$ cat src/rtl/id_insn_queue.sv
`default_nettype none
// ============================================================================
// Module   : id_insn_queue
// Purpose  : DEPTH-entry instruction FIFO between fetch and decode, with
//            load-use hold-back, single-cycle flush and hazard stall counter.
// Revision : 1.0  initial release
// ============================================================================
module id_insn_queue #(
    parameter int ADDR_W  = 30,
    parameter int DATA_W  = 32,
    parameter int REG_AW  = 5,
    parameter int DEPTH   = 4,
    parameter int RS0_LSB = 21,
    parameter int RS1_LSB = 16,
    parameter int CNT_W   = 16
) (
    input  logic                     clk,
    input  logic                     reset,
    input  logic                     flush,
    input  logic                     if_en,
    input  logic [ADDR_W-1:0]        if_pc,
    input  logic [DATA_W-1:0]        if_insn,
    output logic                     if_ready,
    output logic                     q_en,
    output logic [ADDR_W-1:0]        q_pc,
    output logic [DATA_W-1:0]        q_insn,
    output logic [REG_AW-1:0]        q_rs0,
    output logic [REG_AW-1:0]        q_rs1,
    input  logic                     dec_ready,
    input  logic                     ex_en,
    input  logic                     ex_is_load,
    input  logic [REG_AW-1:0]        ex_dst_addr,
    output logic                     ld_hazard,
    output logic [$clog2(DEPTH):0]   count,
    output logic [CNT_W-1:0]         ld_stall_cnt
);

    localparam int PTR_W = $clog2(DEPTH);
    localparam int OCC_W = PTR_W + 1;

    localparam logic [OCC_W-1:0] c_full      = OCC_W'(DEPTH);
    localparam logic [CNT_W-1:0] c_stall_max = '1;

    logic [ADDR_W-1:0] r_pc_mem   [DEPTH];
    logic [DATA_W-1:0] r_insn_mem [DEPTH];
    logic [PTR_W-1:0]  r_wr_ptr;
    logic [PTR_W-1:0]  r_rd_ptr;
    logic [OCC_W-1:0]  r_count;
    logic [CNT_W-1:0]  r_stall_cnt;

    logic w_push;
    logic w_pop;

    assign if_ready = (r_count != c_full);
    assign q_en     = (r_count != '0);

    // Head is forced to zero when empty so decode never sees stale entries.
    assign q_pc   = q_en ? r_pc_mem[r_rd_ptr]   : '0;
    assign q_insn = q_en ? r_insn_mem[r_rd_ptr] : '0;
    assign q_rs0  = q_insn[RS0_LSB +: REG_AW];
    assign q_rs1  = q_insn[RS1_LSB +: REG_AW];

    assign ld_hazard = q_en & ex_en & ex_is_load &
                       ((ex_dst_addr == q_rs0) | (ex_dst_addr == q_rs1));

    assign w_push = if_en & if_ready & ~flush;
    assign w_pop  = q_en & dec_ready & ~ld_hazard & ~flush;

    assign count        = r_count;
    assign ld_stall_cnt = r_stall_cnt;

    always_ff @(posedge clk) begin
        if (w_push) begin
            r_pc_mem[r_wr_ptr]   <= if_pc;
            r_insn_mem[r_wr_ptr] <= if_insn;
        end
    end

    always_ff @(posedge clk) begin
        if (reset) begin
            r_wr_ptr <= '0;
            r_rd_ptr <= '0;
            r_count  <= '0;
        end else if (flush) begin
            r_wr_ptr <= '0;
            r_rd_ptr <= '0;
            r_count  <= '0;
        end else begin
            if (w_push) begin
                r_wr_ptr <= r_wr_ptr + PTR_W'(1);
            end
            if (w_pop) begin
                r_rd_ptr <= r_rd_ptr + PTR_W'(1);
            end
            case ({w_push, w_pop})
                2'b10:   r_count <= r_count + OCC_W'(1);
                2'b01:   r_count <= r_count - OCC_W'(1);
                default: r_count <= r_count;
            endcase
        end
    end

    // Performance counter survives flushes; only reset clears it.
    always_ff @(posedge clk) begin
        if (reset) begin
            r_stall_cnt <= '0;
        end else if (ld_hazard && (r_stall_cnt != c_stall_max)) begin
            r_stall_cnt <= r_stall_cnt + CNT_W'(1);
        end
    end

endmodule
`default_nettype wire

$ cat config.mk
export PLATFORM = sky130hd
export DESIGN_NAME = id_insn_queue
export DESIGN_NICKNAME = d
export VERILOG_FILES = /design/src/rtl/id_insn_queue.sv
export SDC_FILE = /design/constraint.sdc
export NUM_CORES = 1
export LEC_CHECK = 0
export CORE_UTILIZATION = 40
export DETAILED_ROUTE_END_ITERATION = 10
export PLACE_DENSITY_LB_ADDON = 0.2
export SYNTH_ARGS = -nofsm -noshare
export SYNTH_HDL_FRONTEND = slang
export SYNTH_SLANG_ARGS = --single-unit
export TNS_END_PERCENT = 20
$ cat constraint.sdc
create_clock -name clk -period 8.2 [get_ports clk]
set_input_delay 1.64 -clock clk [delete_from_list [all_inputs] [get_ports clk]]
set_output_delay 1.64 -clock clk [all_outputs]
set_load 0.05 [all_outputs]
==> impl_results.md <==
- Vias in the first global route: 6580
- Status: finished, final reports clean
- DR vias/cell: 5.28
- Commonest cells in the netlist: 248 x edfxtp_1, 60 x and2_1, 57 x mux4_2, 25 x dfxtp_1, 20 x clkbuf_1
- All-layer global routing usage: 17.1%
- Cell Rows: 60
- Max H-tree Level: 1
- Synth warn: 0
- Register area share after synthesis: 71.5%
- Final core utilization: 51.6%
- Antenna violations before repair: 0
- Critical path class: in -> out
- CP Data Required Time: 6.56 ns
- Mapped Avg Cell Area: 17.8 um2
- Via count: 6220
- Mapped Cells: 626
- Antenna cells: 0
- TritonCTS Buffers: 29
- Fillers: 2194
- Net Count, Synth: 707
- Seq cells post-synth: 273
- First DRT Iteration DRCs: 635
- First-pass GRT wire length: 37400 um
- Final wirelength: 23900 um
- Area of the multi-input gates: 2900 um2
- Synth top area cells: edfxtp_1 67%, mux4_2 12%, dfxtp_1 4.5%, and2_1 3.4%, mux2i_1 1.1%
- Post-CTS setup buffers: 0
- Count leader, synth: edfxtp_1
- Fmax: 161 MHz
- Antenna Nets Post-Route: 0
- Max Slew Vio Count: 0
- Leakage power: 0.00434 uW
- Number of flops mapped to enable cells by yosys: 248
- Layout cells sized above 1: 14.9%
- CTS resizes: 0
- Slew margin rel.: 23.9%
- Maxcap violations: 0
- Setup ws final: 1.98 ns
- Die area: 28500 um2
- Hold buffers post-CTS: 0
- CP Launch Type: input port
- Clk buf depth: 3
- Pwr Density: 213 nW/um2
- Chip Width: 169 um
- Final Hold Violating Endpoints: 0
- Critical Path AT: 4.58 ns
- CP Capture Type: output pin
- CP Max Fanout: 33
- Die H: 169 um
- Predominant post-synthesis flop cell: edfxtp_1
- Setup Skew: 0.00691 ns
- Clock Sinks: 273
- Starting density of the core: 41.0%
- Nets: 866
- FFs w/ async S/R, synth: 0%
- Top Ports: 168
- Core area: 27100 um2
- CTS tree: built
- GRT Residual Overflow: 0
- RSZ-0062 raised after global routing: no
- Fin crit share: 75.9%
- Clk_lat worst skew: 0.53 ns
- Hold Crit Class: reg -> reg
- Port buffer count: 167
- Setup violations, final: 0
- Worst VDD drop: 146 uV
- Largest area contributor in the netlist: edfxtp_1
- Fin crit period: 6.22 ns
- Dpl ws: 2.01 ns
- GPL Wtd Cong: 0.842
- Post-Route Setup TNS: 0 ns
- Largest net degree at the start of global routing: 72
- Final Cell Area: 14000 um2
- Mapped Area: 11100 um2
- DRC viols: 0
- Root buf cell: clkbuf_16
- Worst-margin pin slew: 1.14 ns
- Clock transition at the registers of the reported paths: 0.06 ns
- Post-synth top area share: 67.0%
- Dpl cell area: 13100 um2
- Register area: 7960 um2
- Synth cell types: 50
- Syn-to-layout area delta: 25.7%
- DP HPWL: 13600 um
- DRT Pass-1 Iters: 5
- Per-cell routed wire length: 20.3 um
[power breakdown]
part | leakage, uW | internal (uW) | total (uW) | switching [uW]
clock network | 0.000436 | 740 | 1250 | 507
registers | 0.00246 | 1540 | 1550 | 6.65
logic | 0.00144 | 78.3 | 184 | 106
total | 0.00434 | 2360 | 2980 | 620
[state kept, by name (all words and copies together) (netlist names), named ones only]
signal and flops:
r_pc_mem 120, count 3, r_insn_mem 128, ld_stall_cnt 16
r_wr_ptr 2, r_rd_ptr 2
[layout by cell type, fill, tap and decap left out, types with 3 or more instances in the layout]
| cell type | synthesis | routed |
|---|---|---|
| edfxtp_1 | 248 | 248 |
| nor3_1 | 6 | 6 |
| o31ai_1 | 12 | 12 |
| nor2_1 | 19 | 19 |
| bufinv_16 | 0 | 3 |
| nor2b_1 | 4 | 4 |
| clkbuf_1 | 20 | 7 |
| clkinv_2 | 0 | 4 |
| and3_1 | 6 | 6 |
| buf_4 | 11 | 4 |
| o21ai_0 | 5 | 5 |
| nand3_1 | 17 | 17 |
| ha_1 | 6 | 6 |
| nand2_1 | 11 | 11 |
| clkdlybuf4s50_1 | 0 | 167 |
| inv_1 | 14 | 13 |
| o211ai_1 | 3 | 3 |
| mux2_2 | 9 | 9 |
| clkbuf_16 | 0 | 29 |
| dfxtp_1 | 25 | 23 |
| nand4_1 | 5 | 5 |
| and2_1 | 60 | 56 |
| or4_1 | 11 | 11 |
| clkinv_1 | 0 | 5 |
| mux4_2 | 57 | 57 |
| mux2i_1 | 12 | 12 |
| and2_4 | 0 | 4 |
| a21oi_1 | 18 | 18 |
[layer usage]
metal / GRT usage, % / routed length [um]
met3: 3.18 / 1340
met1: 21.7 / 9830
met4: 4.70 / 433
met2: 30.1 / 12300
met5: 0 / 0
[area by class of cell]
class	count	area share [%]
sequential	273	56.9
multi-input combinational	296	20.7
timing repair buffer	171	12.2
clock buffer	36	5.38
tap	372	3.33
clock inverter	15	1.09
inverter	14	0.376
[critical path, stage by stage]
cell and delay [ns]:
clkdlybuf4s50_1 0.55, nor3_1 0.33, o32ai_1 0.14, a211o_1 0.27, nor4b_2 0.24, a32oi_2 0.09, buf_4 0.25, nor2_1 0.20
clkdlybuf4s50_1 0.86
[kinds of logic (layout without fill, tap and decap cells)]
kind of cell / after synthesis / after routing / share of synthesized area (%)
AO/OA/AOI/OAI: 59 / 59 / 3.62
XOR/XNOR: 4 / 4 / 0.315
adder cells (fa/ha/maj): 7 / 7 / 0.855
buffers and inverters: 57 / 236 / 2.59
flip-flops: 273 / 273 / 71.5
multiplexers: 78 / 78 / 13.5
AND/OR/NAND/NOR: 148 / 148 / 7.64
[path summary, 6_finish.rpt]
check                                start                       endpoint  slack, ns  cells after the start
min          ld_stall_cnt[13]$_SDFFE_PP0P_  ld_stall_cnt[13]$_SDFFE_PP0P_       0.50                      2
max reg2reg                       register          count[2]$_SDFFE_PP0P_       3.66                     14
min reg2reg  ld_stall_cnt[13]$_SDFFE_PP0P_  ld_stall_cnt[13]$_SDFFE_PP0P_       0.50                      2
max                         ex_dst_addr[1]                      ld_hazard       1.98                      9
[through the flow]
stage | instances | total power [uW] | hold WS, ns
final | 1177 | 2980 | 0.497
after global routing | 1177 | 3070 | 0.540
after CTS | 1177 | 3010 | 0.496
after detailed placement | 1126 | 1760 | 0.487
after global placement | 1126 | 1760 | 0.472
after floorplan | 626 | 1670 | 0.469
(Power assumes the default switching activity.)
